==> config.mk <==
export PLATFORM = sky130hd
export DESIGN_NAME = bpa_issue_ctrl
export DESIGN_NICKNAME = d
export VERILOG_FILES = /design/src/rtl/bpa_issue_ctrl.sv
export SDC_FILE = /design/constraint.sdc
export NUM_CORES = 1
export LEC_CHECK = 0
export CORE_UTILIZATION = 29
export CTS_BUF_LIST = sky130_fd_sc_hd__clkbuf_4 sky130_fd_sc_hd__clkbuf_8 sky130_fd_sc_hd__clkbuf_16
export DETAILED_ROUTE_END_ITERATION = 6
export HOLD_SLACK_MARGIN = 0.05
export PLACE_DENSITY = 0.56
export SLEW_MARGIN = 5
export SYNTH_ARGS = -nofsm -noshare
export SYNTH_HDL_FRONTEND = slang
export SYNTH_SLANG_ARGS = --single-unit
==> constraint.sdc <==
create_clock -name clk -period 2.9 [get_ports clk]
set_input_delay 0.29 -clock clk [delete_from_list [all_inputs] [get_ports clk]]
set_output_delay 0.29 -clock clk [all_outputs]
set_load 0.03 [all_outputs]
==> src/rtl/bpa_issue_ctrl.sv <==
// Issue/collect stage around the block-pipelined adder: credit-gated intake, latency-matched tag line, FWFT result FIFO.
// Optional statistics counters are enabled by defining BPA_ISSUE_STATS_EN.
module bpa_issue_ctrl #(
  parameter int N     = 16,
  parameter int M     = 4,
  parameter int LAT   = 4,
  parameter int TW    = 4,
  parameter int DEPTH = 8
) (
  input  logic          clk,
  input  logic          rst_n,
  input  logic          in_valid,
  output logic          in_ready,
  input  logic [N-1:0]  in_a,
  input  logic [N-1:0]  in_b,
  input  logic [TW-1:0] in_tag,
  output logic [N-1:0]  add_a,
  output logic [N-1:0]  add_b,
  input  logic [N-1:0]  add_sum,
  input  logic          add_cout,
  output logic          out_valid,
  input  logic          out_ready,
  output logic [N-1:0]  out_sum,
  output logic          out_cout,
  output logic [TW-1:0] out_tag
`ifdef BPA_ISSUE_STATS_EN
  ,
  output logic [31:0]   stat_issued,
  output logic [31:0]   stat_stall
`endif
);

  localparam int PW = $clog2(DEPTH);
  localparam int CW = $clog2(DEPTH + 1);
  localparam int EW = N + 1 + TW;

  logic [CW-1:0] credits_r;
  logic          accept_s;
  logic          pop_s;
  logic [N-1:0]  add_a_r;
  logic [N-1:0]  add_b_r;
  logic          vld_r [0:LAT];
  logic [TW-1:0] tag_r [0:LAT];
  logic [EW-1:0] mem_r [0:DEPTH-1];
  logic [PW:0]   wr_ptr_r;
  logic [PW:0]   rd_ptr_r;
  logic [PW:0]   wr_nxt_s;
  logic [PW:0]   rd_nxt_s;
  logic          wr_s;
  logic          full_s;
  logic [EW-1:0] wdata_s;
  logic [EW-1:0] head_nxt_s;
  logic          out_valid_r;
  logic [EW-1:0] head_r;

  assign in_ready = (credits_r != {CW{1'b0}});
  assign accept_s = in_valid && in_ready;
  assign pop_s    = out_valid_r && out_ready;
  assign wr_s     = vld_r[LAT];
  assign wdata_s  = {add_sum, add_cout, tag_r[LAT]};
  assign full_s   = (wr_ptr_r[PW] != rd_ptr_r[PW]) && (wr_ptr_r[PW-1:0] == rd_ptr_r[PW-1:0]);

  // Credit counter: one slot reserved per accept, returned per pop
  always_ff @(posedge clk or negedge rst_n) begin
    if (!rst_n) begin
      credits_r <= CW'(DEPTH);
    end else begin
      case ({accept_s, pop_s})
        2'b10:   credits_r <= credits_r - {{(CW-1){1'b0}}, 1'b1};
        2'b01:   credits_r <= credits_r + {{(CW-1){1'b0}}, 1'b1};
        default: credits_r <= credits_r;
      endcase
    end
  end

  // Operand issue register; zeros when idle so nothing stale is replayed
  always_ff @(posedge clk or negedge rst_n) begin
    if (!rst_n) begin
      add_a_r <= {N{1'b0}};
      add_b_r <= {N{1'b0}};
    end else if (accept_s) begin
      add_a_r <= in_a;
      add_b_r <= in_b;
    end else begin
      add_a_r <= {N{1'b0}};
      add_b_r <= {N{1'b0}};
    end
  end

  assign add_a = add_a_r;
  assign add_b = add_b_r;

  // Valid/tag delay line; stage LAT lines up with the adder result
  always_ff @(posedge clk or negedge rst_n) begin
    if (!rst_n) begin
      for (int i = 0; i <= LAT; i++) begin
        vld_r[i] <= 1'b0;
        tag_r[i] <= {TW{1'b0}};
      end
    end else begin
      vld_r[0] <= accept_s;
      tag_r[0] <= accept_s ? in_tag : {TW{1'b0}};
      for (int i = 1; i <= LAT; i++) begin
        vld_r[i] <= vld_r[i-1];
        tag_r[i] <= tag_r[i-1];
      end
    end
  end

  // FIFO storage; contents are only meaningful between the pointers
  always_ff @(posedge clk) begin
    if (wr_s) begin
      mem_r[wr_ptr_r[PW-1:0]] <= wdata_s;
    end
  end

  // Next pointers and next head; a head that is being written this cycle bypasses the memory
  always_comb begin
    wr_nxt_s   = wr_s  ? wr_ptr_r + {{PW{1'b0}}, 1'b1} : wr_ptr_r;
    rd_nxt_s   = pop_s ? rd_ptr_r + {{PW{1'b0}}, 1'b1} : rd_ptr_r;
    head_nxt_s = {EW{1'b0}};
    if (rd_nxt_s == wr_ptr_r) begin
      head_nxt_s = wdata_s;
    end else begin
      head_nxt_s = mem_r[rd_nxt_s[PW-1:0]];
    end
  end

  // Pointers plus registered FWFT head; head holds its last value while empty
  always_ff @(posedge clk or negedge rst_n) begin
    if (!rst_n) begin
      wr_ptr_r    <= {(PW+1){1'b0}};
      rd_ptr_r    <= {(PW+1){1'b0}};
      out_valid_r <= 1'b0;
      head_r      <= {EW{1'b0}};
    end else begin
      wr_ptr_r <= wr_nxt_s;
      rd_ptr_r <= rd_nxt_s;
      if (rd_nxt_s != wr_nxt_s) begin
        out_valid_r <= 1'b1;
        head_r      <= head_nxt_s;
      end else begin
        out_valid_r <= 1'b0;
        head_r      <= head_r;
      end
    end
  end

  assign out_valid = out_valid_r;
  assign out_sum   = head_r[EW-1 -: N];
  assign out_cout  = head_r[TW];
  assign out_tag   = head_r[TW-1:0];

`ifdef BPA_ISSUE_STATS_EN
  logic [31:0] stat_issued_r;
  logic [31:0] stat_stall_r;

  // Free-running accept and stall counters, wrapping at 2^32
  always_ff @(posedge clk or negedge rst_n) begin
    if (!rst_n) begin
      stat_issued_r <= 32'd0;
      stat_stall_r  <= 32'd0;
    end else begin
      stat_issued_r <= accept_s ? stat_issued_r + 32'd1 : stat_issued_r;
      stat_stall_r  <= (in_valid && !in_ready) ? stat_stall_r + 32'd1 : stat_stall_r;
    end
  end

  assign stat_issued = stat_issued_r;
  assign stat_stall  = stat_stall_r;
`endif

  bpa_issue_ctrl_chk #(.N(N), .M(M), .LAT(LAT)) u_chk (
    .clk   (clk),
    .rst_n (rst_n),
    .wr    (wr_s),
    .full  (full_s)
  );

endmodule

module bpa_issue_ctrl_chk #(
  parameter int N   = 16,
  parameter int M   = 4,
  parameter int LAT = 4
) (
  input logic clk,
  input logic rst_n,
  input logic wr,
  input logic full
);

  // Every issue was pre-credited a slot, so a write can never find the FIFO full
  a_no_overflow: assert property (@(posedge clk) disable iff (!rst_n) !(wr && full));
  a_lat_match:   assert property (@(posedge clk) disable iff (!rst_n) LAT == N / M);

endmodule

==> summary.txt <==
Outcome
  • Status: finished clean

Routing
  • Antenna Violating Nets Remaining: 0
  • Post-Route WL: 22,700 um
  • DR vias: about 6,100
  • Initial DRC count: roughly 340
  • Wire per inst: approximately 17 um
  • Vias/cell: 4.67
  • Number of remaining DRC errors: 0
  • DR pass1 iterations: 7

GRT
  • Largest net degree at the start of global routing: 51
  • GRT overflow: 0
  • First-pass GRT wire length: 35,800 um
  • GRT Total Usage: 13.1%
  • Antenna violations before repair: 1
  • Vias in the first global route: 6,187

CTS
  • Clock slew at reported path FFs: 60 ps
  • Root Driver: clkbuf_16
  • Clock tree buffer depth: 3
  • Post-CTS Resized: 0
  • Number of buffers created by CTS: 28
  • Setup Buffers After CTS: 0
  • H-tree levels: 1
  • CTS sink cnt: 259
  • CTS hold repair buffers: 1
  • CTS tree: done
  • Clock Latency Late Sink: 540 ps

Worst setup path
  • CP max FO: 37
  • Reg2Reg Depth: 11
  • Crit path DAT: 2430 ps
  • Critical Path End Type: output pin
  • CP max-delay cell: clkdlybuf4s50_1
  • CP required: between 2000 and 3000 ps
  • Startpoint Class: flop
  • CP Cell Sequence: or4_1 > buf_4 > clkdlybuf4s50_1
  • Critical path class: flop to output pin
  • Worst path max stage delay: about 620 ps

Power
  • Peak supply drop: about 0.00053 V
  • Switching Share: 19.5%
  • Total internal power: between 6 and 7 mW
  • Pwr Total: 7.69 mW
  • Leakage: 5.02 nW
  • Sequential power share: 51.1%
  • Comb pwr share: between 1.5 and 2%
  • Clk network pwr share: between 40% and 50%
  • Pwr dens: 608 mW/mm2
  • P_sw: 1.50 mW

Die
  • Initial Util: 29.5%
  • Full die area: between 0.03 and 0.04 mm2
  • Die Ht: 186 um
  • Cell row count: 67
  • Die span in x: 186 um
  • Number of I/O pins: about 110
  • Core Area: 0.0334 mm2

Synth
  • Avg Inst Size Synth: 14.0 um2
  • Cell area after synthesis: approximately 0.0099 mm2
  • Cell variety after synth: 40
  • Syn nets: 767
  • Sequential-to-total area share from yosys stat: 74.3%
  • Seq cells post-synth: 259
  • Synth Instances: 704
  • Warnings from Yosys: 0

Timing
  • FMAX: between 300 and 400 MHz
  • Final Hold Vio Count: 0
  • Post-route clock skew: around 18 ps
  • Final Slew Violations: 0
  • RSZ-0062 raised after global routing: no
  • Worst relative slew slack: approximately a quarter
  • Minimum clock period: 2720 ps
  • Worst Tran Pin Value: roughly 1100 ps
  • Final period utilization: ~94%
  • Setup Total Neg Slack: 0 ps
  • Final setup fails: 0

Cells and area
  • Fillcell total: 3,136
  • Share of cells above drive strength 1: approximately 11%
  • Final antenna diode count: 0
  • Commonest non-fill, non-tap cells in the layout: edfxtp_1, nand2_1, clkdlybuf4s50_1, dfrtp_1
  • Nets: 897
  • Area growth syn-to-layout: 28.3%
  • Post-route cell area: between 0.01 and 0.015 mm2
  • Non-Filler Instances: 1,302
  • Most common cell after layout, fill and taps aside: edfxtp_1

Worst hold path
  • Worst hold path type: input port to async pin

Place
  • Number of I/O port buffers: 111
  • Placed insts: 1,251
  • GP Congestion: roughly 0.74
  • Post-DP Area: 0.0117 mm2
  • Post-DP HPWL: 13,400 um

Job
  • Max-cap violations: 0
-- flip-flops by register name, summed over array words and instances (netlist names) --
register	flops
out_valid	1
head_r	21
rd_ptr_r	4
tag_r	20
add_a	16
wr_s	1
credits_r	4
mem_r	168
add_b	16
wr_ptr_r	4
vld_r	4
-- routing by layer --
| layer | part of all wire [%] | track usage (%) |
|---|---|---|
| met4 | 1.6 | 2.83 |
| met3 | 8.1 | 4.01 |
| met1 | 42 | 16.6 |
| met5 | 0.057 | 0 |
| met2 | 48 | 21.8 |
-- final timing paths --
path / from / endpoint / slack (ps)
hold / removal: rst_n / add_a[0] / 290
setup / recovery: credits_r[0] / in_ready / 180
setup reg to reg: credits_r[0] / credits_r[3] / 260
min in group clk: in_a[5] / add_a[5] / 340
hold reg to reg: tag_r[19] / tag_r[15] / 350
max in group asynchronous: rst_n / head_r[17] / 1910
-- layout make-up --
cell class                      instances  area, um2  share of cell area (%)
Sequential cell                       259       7320                    57.9
Tap cell                              448        561                    4.43
Multi-Input combinational cell        397       2390                    18.9
Inverter                                7       26.3                   0.208
Timing Repair Buffer                  141       1400                    11.1
Clock buffer                           32        743                    5.88
Clock inverter                         18        205                    1.62
-- through the flow --
step / util [%] / setup WS, ps / hold slack [ps]
5_1_grt: 37.8 / 33.3 / 320
3_5_place_dp: 34.9 / 173 / 325
3_3_place_gp: 34.9 / 268 / 322
4_1_cts: 37.8 / 135 / 303
6_report: 37.8 / 181 / 287
2_1_floorplan: - / 339 / -5.59
-- power by group through the flow --
stage	Clock, mW	Combinational (mW)	Sequential [mW]
after floorplan	0	0.00429	4.01
after global placement	0	0.140	4.01
after detailed placement	0	0.141	4.01
after CTS	3.72	0.143	3.93
after global routing	3.86	0.154	3.93
final	3.62	0.138	3.93
-- synth_stat cells --
master | count | area [um2]
buf_2 | 10 | 50.1
nand3b_1 | 1 | 7.51
buf_1 | 1 | 3.75
a21bo_2 | 1 | 10.0
nand4b_1 | 20 | 175
nand2_2 | 1 | 6.26
xnor2_1 | 9 | 78.8
and3_1 | 36 | 225
nor2_1 | 30 | 113
xor2_1 | 7 | 61.3
mux2_2 | 2 | 22.5
fa_1 | 1 | 20.0
nor4_4 | 1 | 21.3
o21ai_0 | 3 | 15.0
nand4_1 | 1 | 6.26
a31oi_1 | 1 | 6.26
nand2b_1 | 3 | 18.8
or4_1 | 1 | 7.51
a32oi_1 | 22 | 193
xor3_1 | 2 | 47.6
a32o_1 | 1 | 10.0
edfxtp_1 | 168 | 5040
ha_1 | 5 | 62.6
xnor2_2 | 1 | 16.3
dfrtp_1 | 90 | 2250
nand3_1 | 43 | 215
mux2i_1 | 22 | 220
dfstp_2 | 1 | 26.3
buf_4 | 2 | 15.0
o2bb2ai_1 | 2 | 17.5
inv_2 | 3 | 11.3
inv_1 | 4 | 15.0
a21oi_1 | 43 | 215
clkbuf_1 | 28 | 105
nand2_1 | 130 | 488
o32ai_1 | 1 | 8.76
a21o_1 | 1 | 7.51
nor2b_1 | 1 | 6.26
and2_1 | 1 | 6.26
nor3_1 | 4 | 20.0
-- cell families after synthesis --
kind of cell	after synthesis	synth area share, %
AO/OA/AOI/OAI	75	4.90
XOR/XNOR	19	2.07
multiplexers	24	2.46
adder cells (fa/ha/maj)	6	0.838
buffers and inverters	48	2.03
flip-flops	259	74.3
AND/OR/NAND/NOR	273	13.4
-- worst max-delay path, delay by kind of cell (launching register included) --
kind	cells	cell delay [ps]
buf+inv	2	880
simple gates	1	580
flops	1	430
No activity file was read; power rests on OpenSTA's default activity.
